==> src/rtl/csr_counter_unit_pkg.sv <==
// Shared types for the tiny5 performance-counter CSR unit: Zicsr funct3 encodings,
// counter CSR addresses, mcountinhibit bit positions and the RW/RS/RC update helpers.
package csr_counter_unit_pkg;

  typedef enum logic [2:0] {
    F3_PRIV   = 3'b000,
    F3_CSRRW  = 3'b001,
    F3_CSRRS  = 3'b010,
    F3_CSRRC  = 3'b011,
    F3_RSV    = 3'b100,
    F3_CSRRWI = 3'b101,
    F3_CSRRSI = 3'b110,
    F3_CSRRCI = 3'b111
  } funct3_system_t;

  typedef enum logic [11:0] {
    CSR_REG_MCOUNTINHIBIT = 12'h320,
    CSR_REG_MCYCLE        = 12'hB00,
    CSR_REG_MINSTRET      = 12'hB02,
    CSR_REG_MCYCLEH       = 12'hB80,
    CSR_REG_MINSTRETH     = 12'hB82,
    CSR_REG_CYCLE         = 12'hC00,
    CSR_REG_TIME          = 12'hC01,
    CSR_REG_INSTRET       = 12'hC02,
    CSR_REG_CYCLEH        = 12'hC80,
    CSR_REG_TIMEH         = 12'hC81,
    CSR_REG_INSTRETH      = 12'hC82
  } csr_reg_t;

  localparam int MCOUNTINHIBIT_CY = 0;
  localparam int MCOUNTINHIBIT_IR = 2;

  // S/C forms with a zero source are pure reads; RW forms always write.
  function automatic logic csr_writes(funct3_system_t op, logic src_zero);
    return (op == F3_CSRRW) || (op == F3_CSRRWI) || !src_zero;
  endfunction

  function automatic logic [31:0] csr_apply(funct3_system_t op, logic [31:0] old,
                                            logic [31:0] wd);
    logic [31:0] res;
    case (op)
      F3_CSRRW, F3_CSRRWI: res = wd;
      F3_CSRRS, F3_CSRRSI: res = old | wd;
      default:             res = old & ~wd;
    endcase
    return res;
  endfunction

endpackage

==> src/rtl/csr_counter_unit_counter.sv <==
// One wrapping counter with 32-bit low/high word write ports; any write wins over
// that cycle's increment and leaves the unwritten half untouched.
module csr_counter #(
  parameter int WIDTH = 64
) (
  input  logic             clk_i,
  input  logic             reset_ni,
  input  logic             inc_i,
  input  logic             wr_lo_i,
  input  logic             wr_hi_i,
  input  logic [31:0]      wdata_i,
  output logic [WIDTH-1:0] count_o
);

  logic [WIDTH-1:0] count_d;

  always_comb begin
    count_d = count_o;
    if (wr_lo_i || wr_hi_i) begin
      if (wr_lo_i) count_d[31:0] = wdata_i;
      if (wr_hi_i) count_d[WIDTH-1:32] = wdata_i[WIDTH-33:0];
    end else if (inc_i) begin
      count_d = count_o + WIDTH'(1);
    end
  end

  always_ff @(posedge clk_i) begin
    if (!reset_ni) count_o <= '0;
    else           count_o <= count_d;
  end

endmodule

==> src/rtl/csr_counter_unit.sv <==
// cycle/time/instret counter CSRs with mcountinhibit and a time prescaler; one-cycle
// registered response carrying the pre-edge value, no backpressure.
module csr_counter_unit
  import csr_counter_unit_pkg::*;
#(
  parameter int COUNTER_WIDTH = 64,
  parameter int TIME_DIV      = 1
) (
  input  logic        clk_i,
  input  logic        reset_ni,
  input  logic        csr_valid_i,
  input  logic [2:0]  csr_funct3_i,
  input  logic [11:0] csr_addr_i,
  input  logic [31:0] csr_wdata_i,
  input  logic        csr_src_zero_i,
  input  logic        instret_i,
  output logic        rsp_valid_o,
  output logic [31:0] rsp_rdata_o,
  output logic        rsp_illegal_o
);

  localparam int PRESC_W = (TIME_DIV > 1) ? $clog2(TIME_DIV) : 1;
  localparam logic [PRESC_W-1:0] PRESC_LAST = PRESC_W'(TIME_DIV - 1);

  logic [COUNTER_WIDTH-1:0] cycle_q, time_q, instret_q;
  logic [PRESC_W-1:0]       presc_q;
  logic                     inh_cy_q, inh_ir_q;
  logic                     time_tick;

  funct3_system_t op;
  csr_reg_t       addr;
  logic [31:0]    old_val, wval;
  logic           mapped, read_only, writes, illegal, commit;

  assign op   = funct3_system_t'(csr_funct3_i);
  assign addr = csr_reg_t'(csr_addr_i);

  always_comb begin
    old_val   = '0;
    mapped    = 1'b1;
    read_only = 1'b0;
    case (addr)
      CSR_REG_CYCLE:    begin old_val = cycle_q[31:0];                 read_only = 1'b1; end
      CSR_REG_TIME:     begin old_val = time_q[31:0];                  read_only = 1'b1; end
      CSR_REG_INSTRET:  begin old_val = instret_q[31:0];               read_only = 1'b1; end
      CSR_REG_CYCLEH:   begin old_val = 32'(cycle_q[COUNTER_WIDTH-1:32]);   read_only = 1'b1; end
      CSR_REG_TIMEH:    begin old_val = 32'(time_q[COUNTER_WIDTH-1:32]);    read_only = 1'b1; end
      CSR_REG_INSTRETH: begin old_val = 32'(instret_q[COUNTER_WIDTH-1:32]); read_only = 1'b1; end
      CSR_REG_MCYCLE:    old_val = cycle_q[31:0];
      CSR_REG_MINSTRET:  old_val = instret_q[31:0];
      CSR_REG_MCYCLEH:   old_val = 32'(cycle_q[COUNTER_WIDTH-1:32]);
      CSR_REG_MINSTRETH: old_val = 32'(instret_q[COUNTER_WIDTH-1:32]);
      CSR_REG_MCOUNTINHIBIT: old_val = {29'b0, inh_ir_q, 1'b0, inh_cy_q};
      default: mapped = 1'b0;
    endcase
  end

  assign writes  = csr_writes(op, csr_src_zero_i);
  assign illegal = !mapped || (op == F3_PRIV) || (op == F3_RSV) || (read_only && writes);
  assign commit  = csr_valid_i && !illegal && writes;
  assign wval    = csr_apply(op, old_val, csr_wdata_i);

  // Inhibit bits are sampled from the register, so a write only affects later edges.
  always_ff @(posedge clk_i) begin
    if (!reset_ni) begin
      inh_cy_q <= 1'b0;
      inh_ir_q <= 1'b0;
    end else if (commit && addr == CSR_REG_MCOUNTINHIBIT) begin
      inh_cy_q <= wval[MCOUNTINHIBIT_CY];
      inh_ir_q <= wval[MCOUNTINHIBIT_IR];
    end
  end

  assign time_tick = (presc_q == PRESC_LAST);

  always_ff @(posedge clk_i) begin
    if (!reset_ni)      presc_q <= '0;
    else if (time_tick) presc_q <= '0;
    else                presc_q <= presc_q + PRESC_W'(1);
  end

  csr_counter #(.WIDTH(COUNTER_WIDTH)) u_cycle (
    .clk_i   (clk_i),
    .reset_ni(reset_ni),
    .inc_i   (!inh_cy_q),
    .wr_lo_i (commit && addr == CSR_REG_MCYCLE),
    .wr_hi_i (commit && addr == CSR_REG_MCYCLEH),
    .wdata_i (wval),
    .count_o (cycle_q)
  );

  csr_counter #(.WIDTH(COUNTER_WIDTH)) u_time (
    .clk_i   (clk_i),
    .reset_ni(reset_ni),
    .inc_i   (time_tick),
    .wr_lo_i (1'b0),
    .wr_hi_i (1'b0),
    .wdata_i (32'b0),
    .count_o (time_q)
  );

  csr_counter #(.WIDTH(COUNTER_WIDTH)) u_instret (
    .clk_i   (clk_i),
    .reset_ni(reset_ni),
    .inc_i   (instret_i && !inh_ir_q),
    .wr_lo_i (commit && addr == CSR_REG_MINSTRET),
    .wr_hi_i (commit && addr == CSR_REG_MINSTRETH),
    .wdata_i (wval),
    .count_o (instret_q)
  );

  always_ff @(posedge clk_i) begin
    if (!reset_ni) begin
      rsp_valid_o   <= 1'b0;
      rsp_rdata_o   <= '0;
      rsp_illegal_o <= 1'b0;
    end else begin
      rsp_valid_o   <= csr_valid_i;
      rsp_rdata_o   <= (csr_valid_i && !illegal) ? old_val : '0;
      rsp_illegal_o <= csr_valid_i && illegal;
    end
  end

endmodule

==> config.mk <==
export PLATFORM = sky130hd
export DESIGN_NAME = csr_counter_unit
export DESIGN_NICKNAME = d
export VERILOG_FILES = /design/src/rtl/csr_counter_unit_pkg.sv /design/src/rtl/csr_counter_unit_counter.sv /design/src/rtl/csr_counter_unit.sv
export SDC_FILE = /design/constraint.sdc
export NUM_CORES = 1
export LEC_CHECK = 0
export ABC_AREA = 0
export BUFFER_PORTS_ARGS = -buffer_cell sky130_fd_sc_hd__buf_2
export CORE_ASPECT_RATIO = 1.1
export CORE_UTILIZATION = 35
export CTS_CLUSTER_SIZE = 25
export DETAILED_ROUTE_END_ITERATION = 10
export PLACE_DENSITY = 0.51
export SLEW_MARGIN = 0
export SYNTH_ARGS = -nofsm -noshare
export SYNTH_HDL_FRONTEND = slang
export SYNTH_HIERARCHICAL = 1
export SYNTH_SLANG_ARGS = --single-unit
==> constraint.sdc <==
create_clock -name clk_i -period 8.64 [get_ports clk_i]
set_clock_uncertainty 0.15 [all_clocks]
set_input_delay 1.728 -clock clk_i [delete_from_list [all_inputs] [get_ports clk_i]]
set_output_delay 1.728 -clock clk_i [all_outputs]
set_load 0.01 [all_outputs]
==> Word-level counts from Yosys, hierarchy flattened <==
Cells that the tools add are included.
{ "op_classes": {"eq_ne": 21, "muxes": 12, "bitwise_logic": 3, "add_sub_neg": 4, "reduce_logical": 37} }
{ "ops": {"columns": ["operator", "n"], "rows": [
  ["$mux W64", 4],
  ["$pmux W32 S7", 1],
  ["$add A64 B1 Y64 const B", 3],
  ["$mux W32", 4],
  ["$eq A12 B12 Y1 const B", 10],
  ["$pmux W32 S2", 1],
  ["$and A32 B32 Y32", 1],
  ["$not A32 Y32", 1],
  ["$or A32 B32 Y32", 1],
  ["$eq A12 B10 Y1 const B", 1],
  ["$reduce_and A2 Y1", 6],
  ["$reduce_or A2 Y1", 6],
  ["$reduce_or A11 Y1", 1],
  ["$logic_and A1 B1 Y1", 10],
  ["$ne A2 B1 Y1 const B", 5],
  ["$eq A3 B3 Y1 const B", 3],
  ["$logic_or A1 B1 Y1", 7],
  ["$reduce_or A6 Y1", 1],
  ["$logic_not A1 Y1", 4],
  ["$eq A3 B1 Y1 const B", 1],
  ["$eq A3 B2 Y1 const B", 1],
  ["$logic_not A3 Y1", 1],
  ["$mux W1", 2],
  ["$reduce_bool A2 Y1", 1],
  ["$add A1 B1 Y1 const B", 1]
]} }
{ "word_totals": {"in_bits": 52, "reg_bits": 229, "wordCells": 88, "out_inout_bits": 34} }

==> Depth between registers and ports, before layout <==
Gate-level depths: netlist of run 1.
{ "depth": {"depth_word": 14, "depth_mapped": 15, "depth_no_buf": 12} }

==> Modules after synthesis <==
Netlist of run 1, hierarchy kept.
{ "modules_own_cells": {"columns": ["mod", "n_inst", "seq_area_each_um2", "cells_each", "area_per_inst_um2"], "rows": [
  ["csr_counter", 3, 1281.2, 557, 4171.5],
  ["csr_counter_unit", 1, 740.7, 442, 3649.8]
]} }

==> Least setup slack after synthesis of run 1 <==
Ideal clock, no wire load.
{ "synth_path": {"path_kind": "input to register", "from": "in csr_funct3_i[1]", "to": "reg u_cycle.count_o[58]", "setup_ps": 122, "path_buffers": 3, "setup_slack_ps": 4065, "arrival_time_ps": 4303, "stages": 14, "required_time_ps": 8368, "path_cell_list": "inv_1 > ha_1 > clkbuf_1 > nor2b_1 > nor3b_1 > and3_1 > nand4_1 > nor3b_1 > clkbuf_1 > or2_2 > clkbuf_1 > o21ai_0 > a22o_1 > a221o_1"} }
{ "synth_via": {"elab_chain_cells": 12, "elab_cells_between_ends": 26, "cone_classes": "eq/ne (7); mux (3); reduce/logical (16)"} }
{ "synth_lines": {"columns": ["item", "line", "rtl"], "rows": [
  ["start, declared", "csr_counter_unit.sv:12", "input logic [2:0] csr_funct3_i,"],
  ["$eq A3 B1 Y1 / $eq A3 B3 Y1 (equally long branches)", "csr_counter_unit_pkg.sv:35, csr_counter_unit_pkg.sv:41", null],
  ["$logic_or A1 B1 Y1 (2 in series)", "csr_counter_unit_pkg.sv:35", "return (op == F3_CSRRW) || (op == F3_CSRRWI) || !src_zero;"],
  ["$logic_and A1 B1 Y1", "csr_counter_unit.sv:59", "assign illegal = !mapped || (op == F3_PRIV) || (op == F3_RSV) || (read_only && writes);"],
  ["$logic_or A1 B1 Y1", "csr_counter_unit.sv:59", null],
  ["$logic_not A1 Y1", "csr_counter_unit.sv:60", "assign commit = csr_valid_i && !illegal && writes;"],
  ["$logic_and A1 B1 Y1 (2 in series)", "csr_counter_unit.sv:60", null],
  ["$logic_and A1 B1 Y1 (on tied branches)", "csr_counter_unit.sv:86, csr_counter_unit.sv:87", null],
  ["$logic_or A1 B1 Y1", "csr_counter_unit_counter.sv:19", "if (wr_lo_i || wr_hi_i) begin"],
  ["$ne A2 B1 Y1 (no source line)", null, null],
  ["$reduce_and A2 Y1 (no source line)", null, null],
  ["end signal, assigned", "csr_counter_unit_counter.sv:29", "else count_o <= count_d;"],
  ["end, declared", "csr_counter_unit_counter.sv:12", "output logic [WIDTH-1:0] count_o"]
]} }
Several ways; a longest one is shown, not always the timed one. The select of a mux whose other input is x is not followed.
A chain may end at the register's enable or synchronous reset.

==> Final worst setup path of run 1 <==
{ "layout_path": {"from": "in csr_funct3_i[1]", "to": "reg u_instret.count_o[50]"} }
{ "layout_via": {"elab_chain_cells": 12, "elab_cells_between_ends": 26, "cone_classes": "eq/ne (6); mux (3); reduce/logical (17)"} }
{ "layout_lines": {"columns": ["item", "line"], "rows": [
  ["$eq A3 B1 Y1 / $eq A3 B3 Y1 (equally long branches)", "csr_counter_unit_pkg.sv:35, csr_counter_unit_pkg.sv:41"],
  ["$logic_or A1 B1 Y1 (2 in series)", "csr_counter_unit_pkg.sv:35"],
  ["$logic_and A1 B1 Y1", "csr_counter_unit.sv:59"],
  ["$logic_or A1 B1 Y1", "csr_counter_unit.sv:59"],
  ["$logic_not A1 Y1", "csr_counter_unit.sv:60"],
  ["$logic_and A1 B1 Y1 (2 in series)", "csr_counter_unit.sv:60"],
  ["$logic_and A1 B1 Y1 (on tied branches)", "csr_counter_unit.sv:106, csr_counter_unit.sv:107"],
  ["$logic_or A1 B1 Y1", "csr_counter_unit_counter.sv:19"],
  ["$ne A2 B1 Y1 (no source line) / $reduce_bool A2 Y1 (equally long branches)", null],
  ["$reduce_and A2 Y1 (no source line)", null],
  ["end signal, assigned", "csr_counter_unit_counter.sv:29"],
  ["end, declared", "csr_counter_unit_counter.sv:12"]
]} }
Several ways; a longest one is shown, not always the timed one. The select of a mux whose other input is x is not followed.

==> impl_metrics.tcl, run 1 <==
set metrics [dict create \
    route.detailed.drc 0 \
    clockBufferDepth 3 \
    maxCapViolations 0 \
    critical_path_class "in2reg" \
    cts_hold_buf 0 \
    synth_seq_area_share 0.284 \
    synthCells 2113 \
    place_inst 2746 \
    finalSetupTns_ns 0 \
    core_mm2 0.0456 \
    rsz0062_at_grt "false" \
    synth_fa_ha_area_frac 0.00464 \
    fill_cells 4780 \
    instances_no_fill 2798 \
    yosysMostFrequentCell "dfxtp_1" \
    multi_input_area_mm2 0.0111 \
    cts_root_buf "clkbuf_16" \
    area_growth_pct 13.2 \
    clock-sinks 229 \
    synth_area_per_cell_um2 7.65 \
    min_period_ns 5.19 \
    die_x_um 207 \
    synthDistinctLibCells 73 \
    regArea_mm2 0.00458 \
    cts-resized-gates 0 \
    synthArstFlopShare 0 \
    r2r-start "u_time/count_o[8]" \
    ys.flop_type "dfxtp_1" \
    hp-class "reg2reg" \
    wl_per_cell_um 24.2 \
    yosysWarningCount 6 \
    antenna_found_initial 0 \
    final-max-slew-violation-count 0 \
    pwr_density_cell_mw_per_mm2 148 \
    crit_path_end_kind "register" \
    grt_pass1_vias 15900 \
    grt_overflow 0 \
    synth_area_leader_cell "dfxtp_1" \
    ys_top_cells_by_area "dfxtp_1, mux2i_1, o21ai_0, nand2_1, nor2_1" \
    h-tree-depth 1 \
    crit_fanout 33 \
    synth_area_mm2 0.0162 \
    tightest_slew_ns 1.19 \
    yosys.area_share.simple 0.320 \
    grt_pass1_wl_mm 101 \
    worstPathArrival_ns 5.53 \
    synth_compound_area_frac 0.226 \
    synth_top_family_by_area "simple AND/OR/NAND/NOR gates" \
    p_leak_nw 6.44 \
    hold_viol 0 \
    io_pins 86 \
    status "completed" \
    ys_seq_elements 229 \
    synth_common_cells "dfxtp_1, nand2_1, o21ai_0" \
    grt_max_degree 86 \
    fmax_ghz 0.193 \
    holdCritStartpoint "inh_cy_q" \
    cts_buffers 30 \
    via_per_inst 6.23 \
    synth_mux_area_frac 0.0889 \
    place.port_buffers 84 \
    insertion_delay_ns 0.58 \
    hpwl_mm 49.4 \
    drt_iter0_markers 1775 \
    slew_headroom 0.200 \
    dr.pass1.iters 7 \
    die_height_um 227 \
    post_cts.repair.setup_buffers 0 \
    grtUsageTotal 0.284 \
    path_clk_slew_ns 0.06 \
    synth-edff-count 0 \
    ir_worst_vdd_uv 144 \
    gp_congestion 0.959 \
    startpoint_type "primary input" \
    die-area_mm2 0.0470 \
    antenna_cells 0 \
    placementRows 82 \
    fin_crit_sh 0.601 \
    antenna_left 0 \
    layout-drive-gt1-share 0.103 \
    cp-startpoint "csr_funct3_i[1]" \
    synth_xor_area_frac 0.0314 \
    setup_viol 0 \
    tritoncts "yes" \
    nets 2248 \
    yosysTopAreaCellShare 0.284 \
    floorplan.initialDensity 0.355 \
    num_vias 17400 \
    crit_required_ns 8.98 \
    route.final.wire_length_mm 67.6 \
]
-- cell families (layout without fill, tap and decap cells) --
logic type / count (synthesis) / in the layout
AO/OA/AOI/OAI: 548 / 548
other: 1 / 75
adder cells (fa/ha/maj): 6 / 6
flip-flops: 229 / 229
buffers and inverters: 184 / 207
AND/OR/NAND/NOR: 949 / 949
XOR/XNOR: 58 / 58
multiplexers: 138 / 138
-- power by group --
| group | total (mW) | internal (mW) | switching (mW) | leakage [nW] |
|---|---|---|---|---|
| registers | 1.12 | 1.08 | 0.0425 | 1.86 |
| clock network | 1.31 | 0.792 | 0.515 | 0.511 |
| logic | 0.279 | 0.0933 | 0.186 | 4.07 |
-- layout make-up --
class / count / share of cell area
multi-input combinational: 1774 / 0.609
sequential: 229 / 0.251
clock buffer: 44 / 0.0505
tap: 588 / 0.0402
timing repair buffer: 114 / 0.0358
inverter: 41 / 0.00841
clock inverter: 8 / 0.00527
-- registers in the layout (all words and copies together), names as in the netlist --
register,count
inh_cy_q,1
rsp_rdata_o,32
rsp_illegal_o,1
u_cycle/count_o,64
rsp_valid_o,1
inh_ir_q,1
u_time/count_o,64
u_instret/count_o,64
presc_q,1
-- routing by layer --
metal	up-vias	wire length (µm)	global-route usage
met5	-	0	0
met4	0	3130	0.128
met3	147	5070	0.0378
met2	791	31400	0.465
met1	8366	28100	0.370
li1	8119	-	-
-- critical path: stages --
cell      delay (ns)
buf_2           0.09
inv_1           0.05
ha_1            0.17
buf_4           0.26
nor2b_1         0.20
nor3b_1         0.09
and3_1          0.20
and2_1          0.16
and4_1          0.21
buf_4           0.25
nand2b_1        0.20
buf_4           0.23
or3_1           0.46
nor4_1          0.79
a311oi_1        0.20
nor3_1          0.22
-- through the flow --
step	hold WS (ns)	power (mW)	util	setup WS [ns]	cell area, µm²
after floorplan	0.300	1.31	-	4.06	16400
after global placement	0.332	1.41	0.379	2.94	17300
after detailed placement	0.335	1.41	0.379	2.91	17300
after CTS	0.346	2.73	0.402	3.54	18300
after global routing	0.381	2.80	0.402	3.28	18300
final	0.355	2.71	0.402	3.45	18300
-- cells in the final DEF (no fill, tap or decap), drive strengths merged, types with 41 or more instances in the layout --
master,n
nor4,68
nand3,115
a31oi,46
dfxtp,229
and4,46
o21ai,170
a21oi,93
nand4,81
nand2,191
buf,114
mux2i,112
conb,75
nor3,46
or3,45
nor2,161
nor2b,42
clkbuf,44
nand2b,41
-- worst paths after layout --
kind,end,slack (ns),cells past startpoint
max,u_instret/count_o[50],3.45,16
min,inh_cy_q,0.35,2
min reg2reg,inh_cy_q,0.35,2
max reg2reg,u_time/count_o[59],5.30,5
Power figures use the tool's default switching activity.
==> run 2: changes to the inputs <==
- PLACE_DENSITY: 0.51 -> 0.52
- clock period: 8.64 -> 4.6 ns (I/O delays scaled with it)
==> run 2 against run 1 <==
  * Register-to-register slack got worse by 3.8 ns
  * Clock power rose by 76%
  * Die area did not move
  * Combinational power rose by 96%
  * Cell count rose by 1.5%
  * Routed wire length rose by 1.9%
  * Worst hold slack got worse by 0.0068 ns
  * Cell area rose by 1.1%
  * Power rose by 83%
  * Via count rose by 0.74%
  * Clock-buffer cell count rose by 4
  * Critical endpoint is now u_cycle/count_o[53]
  * Largest power group unchanged
==> impl_metrics.tcl, run 2 (synthesis results as in run 1) <==
set metrics [dict create \
    fin_crit_sh 0.785 \
    finalSetupTns_ns 0 \
    clockBufferDepth 3 \
    cts_buffers 30 \
    place.port_buffers 84 \
    path_clk_slew_ns 0.06 \
    h-tree-depth 1 \
    r2r-start "u_cycle/count_o[46]" \
    crit_required_ns 4.93 \
    finalPower_mw 4.96 \
    cp_top_family "simple AND/OR/NAND/NOR gates" \
    final_common_cell "dfxtp_1" \
    maxCapViolations 0 \
    via_per_inst 6.18 \
    route.final.wire_length_mm 68.9 \
    floorplan.initialDensity 0.355 \
    die_x_um 207 \
    clock-sinks 229 \
    slew_headroom 0.315 \
    instances_no_fill 2841 \
    io_pins 86 \
    top_regs "u_cycle/count_o (64), u_instret/count_o (64), u_time/count_o (64)" \
    fmax_ghz 0.277 \
    post_cts.repair.setup_buffers 0 \
    worstPathArrival_ns 3.94 \
    cp_cell_sequence "buf_2 > nor3_4 > nand2_1 > o221ai_2 > nand4_1 > nor3b_2 > buf_4 > nor2_1 > nor4b_1 > a31oi_1 > a311o_1" \
    hpwl_mm 51.4 \
    critPathBufInv 2 \
    status "completed" \
    startpoint_type "primary input" \
    r2r_setup_slack_ns 1.47 \
    insertion_delay_ns 0.60 \
    core_mm2 0.0456 \
    place_inst 2785 \
    crit_fanout 20 \
    wl_per_cell_um 24.2 \
    critical_path_class "in2reg" \
    die_height_um 227 \
    ir_worst_vdd_uv 296 \
    grt_overflow 0 \
    cp_slowest_cell "nor4b_1" \
    dpl_cell_area_mm2 0.0176 \
    dr.pass1.iters 5 \
    die-area_mm2 0.0470 \
    gp_congestion 0.916 \
    grt_max_degree 81 \
    hp-class "reg2reg" \
    antenna_found_initial 2 \
    drt_iter0_markers 1642 \
    hold_viol 0 \
    most-common-layout-cells "dfxtp_1, nand2_1, o21ai_0" \
    grt_pass1_wl_mm 103 \
    num_vias 17600 \
    rsz0062_at_grt "false" \
    grt_pass1_vias 16500 \
    holdCritStartpoint "inh_cy_q" \
    cts_root_buf "clkbuf_16" \
    setup_viol 0 \
    tritoncts "yes" \
    timing.rr.end "u_cycle/count_o[53]" \
    tightest_slew_ns 1.02 \
    crit_path_end_kind "register" \
    p_leak_nw 6.58 \
    final-max-slew-violation-count 0 \
    r2r_cells 5 \
    grtUsageTotal 0.288 \
    area_growth_pct 14.4 \
    pwr_density_cell_mw_per_mm2 268 \
    cts-resized-gates 0 \
    placementRows 82 \
    worstHoldEndpoint "inh_cy_q" \
    layout-drive-gt1-share 0.115 \
    cpPeakStageDelay_ns 0.66 \
    min_period_ns 3.61 \
    design_area_mm2 0.0185 \
    cts_hold_buf 0 \
    hold_path_depth 2 \
    nets 2287 \
    route.detailed.drc 0 \
    antenna_left 0 \
]
## run 2: how the worst max path moves through the flow
stage | start | end | slack (ns) | cells past startpoint
floorplan | csr_funct3_i[1] | u_cycle/count_o[58] | 0.83 | 14
global placement | csr_addr_i[9] | u_cycle/count_o[53] | 0.48 | 11
finish | csr_addr_i[5] | u_cycle/count_o[53] | 0.99 | 11
global route | csr_funct3_i[1] | u_instret/count_o[50] | 0.85 | 15
CTS | csr_addr_i[5] | u_cycle/count_o[53] | 1.06 | 11
detailed placement | csr_addr_i[5] | u_cycle/count_o[53] | 0.44 | 11
## run 2: report_power, final
group | total [mW] | internal (mW) | switching (mW)
clock | 2.31 | 1.32 | 0.987
combinational | 0.546 | 0.192 | 0.355
sequential | 2.11 | 2.03 | 0.0790
total | 4.96 | 3.54 | 1.42
## run 2: area by class of cell
class,instances,area (µm²)
Sequential cell,229,4580
Multi-Input combinational cell,1774,11100
Clock buffer,48,900
Fill cell,4855,27100
Clock inverter,5,28.8
Timing Repair Buffer,153,947
Inverter,41,154
Tap cell,588,736
Antenna cell,3,7.51
## run 2: through the flow
step | hold slack, ns | utilization | worst slack [ns]
after floorplan | 0.300 | - | 0.833
after global placement | 0.351 | 0.385 | 0.482
after detailed placement | 0.338 | 0.385 | 0.439
after CTS | 0.347 | 0.406 | 1.06
after global routing | 0.380 | 0.406 | 0.851
final | 0.348 | 0.406 | 0.988
## run 2: worst reg2reg max path, stage by stage, from the launching register on
cell	delay, ns
dfxtp_1	0.47
nand3_1	0.30
nor4_2	0.86
nor4b_1	0.72
a31oi_1	0.18
a311o_1	0.33
## run 2: routing by layer
metal | track usage | vias to the layer above | wire length (µm) | share of wire
li1 | - | 8193 | - | -
met1 | 0.359 | 8477 | 28100 | 0.41
met2 | 0.479 | 705 | 32400 | 0.47
met3 | 0.0435 | 177 | 4630 | 0.067
met4 | 0.149 | 0 | 3800 | 0.055
met5 | 0 | - | 0 | 0
==> run 3: changes to the inputs <==
- ABC_AREA: 0 -> 1
- clock period: 4.6 -> 2.9 ns (I/O delays scaled with it)
==> run 3 against run 2 <==
  * First-iteration DRC count rose by 57%
  * Cell area up 18%
  * Sequential power increased by 67%
  * Synthesized cell count rose by 54%
  * Global-route usage grew 3.5 points
  * Critical path depth grew 8
  * Via count increased by 29%
  * Largest power group unchanged
  * Highest routed layer unchanged
==> impl_metrics.tcl, run 3 <==
set metrics [dict create \
    yosysTopAreaCellShare 0.255 \
    route.detailed.drc 0 \
    final-max-slew-violation-count 0 \
    fill_cells 5514 \
    design_area_mm2 0.0219 \
    dr.pass1.iters 7 \
    ys.flop_type "dfxtp_1" \
    tritoncts "yes" \
    pwr_density_cell_mw_per_mm2 385 \
    insertion_delay_ns 0.59 \
    layout-drive-gt1-share 0.129 \
    ys_top_cells_by_area "dfxtp_1, nand2_1, nor2_1, a21oi_1, o21ai_0" \
    synth_area_mm2 0.0180 \
    synth_seq_area_share 0.255 \
    startpoint_type "primary input" \
    cts_root_buf "clkbuf_16" \
    die_x_um 218 \
    setup_viol 0 \
    cts_hold_buf 0 \
    dpl_cell_area_mm2 0.0209 \
    nets 3556 \
    grt_overflow 0 \
    ys_seq_elements 229 \
    placementRows 86 \
    min_period_ns 2.69 \
    floorplan.initialDensity 0.357 \
    grtUsageTotal 0.323 \
    path_clk_slew_ns 0.06 \
    clock-sinks 229 \
    antenna_found_initial 0 \
    multi_input_area_mm2 0.0120 \
    worstPathArrival_ns 3.06 \
    yosysMostFrequentCell "nand2_1" \
    hp-class "in2reg" \
    fin_crit_sh 0.926 \
    crit_required_ns 3.27 \
    io_pins 86 \
    critical_path_class "in2reg" \
    area_growth_pct 21.6 \
    h-tree-depth 1 \
    num_vias 22600 \
    fmax_ghz 0.372 \
    gp_congestion 1.02 \
    ir_worst_vdd_uv 416 \
    rsz0062_at_grt "false" \
    slew_headroom 0.559 \
    tightest_slew_ns 0.660 \
    synthDistinctLibCells 34 \
    regArea_mm2 0.00458 \
    crit_fanout 11 \
    post-route-util 0.434 \
    place.port_buffers 84 \
    top_regs "u_cycle/count_o (64), u_instret/count_o (64), u_time/count_o (64)" \
    synthArstFlopShare 0 \
    final_common_cell "nand2_1" \
    core_mm2 0.0505 \
    synth_area_leader_cell "dfxtp_1" \
    antenna_cells 0 \
    place_ws_ns -0.334 \
    most-common-layout-cells "nand2_1, nor2_1, a21oi_1" \
    die-area_mm2 0.0524 \
    hold_viol 0 \
    synth-edff-count 0 \
    grt_max_degree 62 \
    crit_path_end_kind "register" \
    status "completed" \
    p_leak_nw 8.39 \
    die_height_um 240 \
    wl_per_cell_um 20.6 \
    grt_pass1_vias 20400 \
    finalPower_mw 8.43 \
    synth_area_per_cell_um2 5.55 \
    yosysWarningCount 6 \
    cts_buffers 31 \
    antenna_left 0 \
    hpwl_mm 67.1 \
    synthCells 3247 \
    route.final.wire_length_mm 86.2 \
    setup_slack_ns 0.215 \
    drt_iter0_markers 2580 \
    clockBufferDepth 3 \
    via_per_inst 5.41 \
    synth_common_cells "nand2_1, nor2_1, a21oi_1" \
    maxCapViolations 0 \
    grt_pass1_wl_mm 128 \
]
## run 3: worst max-delay path: stages
cell	delay, ns
buf_2	0.12
nor2_1	0.14
nand2_1	0.13
nor2_1	0.29
buf_4	0.17
nand2_1	0.05
inv_1	0.09
buf_12	0.14
buf_4	0.16
nand2_1	0.06
nand3_1	0.12
nor2_1	0.08
o21ai_0	0.16
nand2_1	0.07
inv_1	0.27
nand2_1	0.10
o21ai_0	0.08
o21ai_0	0.11
a21oi_1	0.14
## run 3: where the power goes
group / internal (mW) / leakage [nW] / switching [mW]
sequential: 3.28 / 1.87 / 0.250
clock: 2.31 / 0.496 / 1.61
combinational: 0.361 / 6.02 / 0.623
## run 3: timing repair
item | in CTS | in global routing
buffers inserted | 0 | 0
endpoints found under the setup margin | 0 | 1
resized for setup | 0 | 1
## run 3: cells by family (layout without fill, tap and decap cells)
logic type                 Yosys count  in the layout  share of synthesized area
adders and majority gates            6              6                    0.00417
xor gates and xnor gates             6              6                    0.00292
DFF                                229            229                      0.255
buffers and inverters              415            630                     0.0936
other                                1             58                   0.000208
AOI/OAI and AO/OA                  731            731                      0.215
and+or+nand+nor                   1859           1859                      0.430
## run 3: cell type report
| class | count | share of cell area |
|---|---|---|
| clock inverters | 13 | 0.00686 |
| repair buffers | 280 | 0.109 |
| clock buffers | 41 | 0.0390 |
| well taps | 660 | 0.0377 |
| multi-input cells | 2660 | 0.547 |
| inverters | 296 | 0.0508 |
| flip-flops and latches | 229 | 0.209 |
## run 3: metrics by stage
| stage | instances | TNS, ns | hold slack (ns) |
|---|---|---|---|
| 3_5_place_dp | 4125 | -28.91 | 0.343 |
| 6_report | 4179 | 0 | 0.109 |
| 4_1_cts | 4179 | 0 | 0.0877 |
| 2_1_floorplan | 3304 | 0 | 0.309 |
| 5_1_grt | 4179 | 0 | 0.118 |
| 3_3_place_gp | 4125 | -25.01 | 0.338 |
## run 3: path summary, 6_finish.rpt
kind                                            start               endpoint  slack, ns  cells after the start
worst max-delay path                    csr_addr_i[5]    u_cycle/count_o[11]       0.21                     19
worst max register to register  u_instret/count_o[31]  u_instret/count_o[59]       0.32                      8
worst min-delay path                      csr_valid_i          rsp_illegal_o       0.11                      3
worst min register to register     u_time/count_o[12]     u_time/count_o[12]       0.35                      2
## run 3: per-layer routing
layer | up-vias | GRT usage | part of all wire | routed length, µm
li1 | 11000 | - | - | -
met3 | 118 | 0.0376 | 0.082 | 7040
met4 | 0 | 0.118 | 0.036 | 3140
met2 | 1012 | 0.494 | 0.43 | 36900
met5 | - | 0 | 0 | 0
met1 | 10500 | 0.462 | 0.45 | 39100
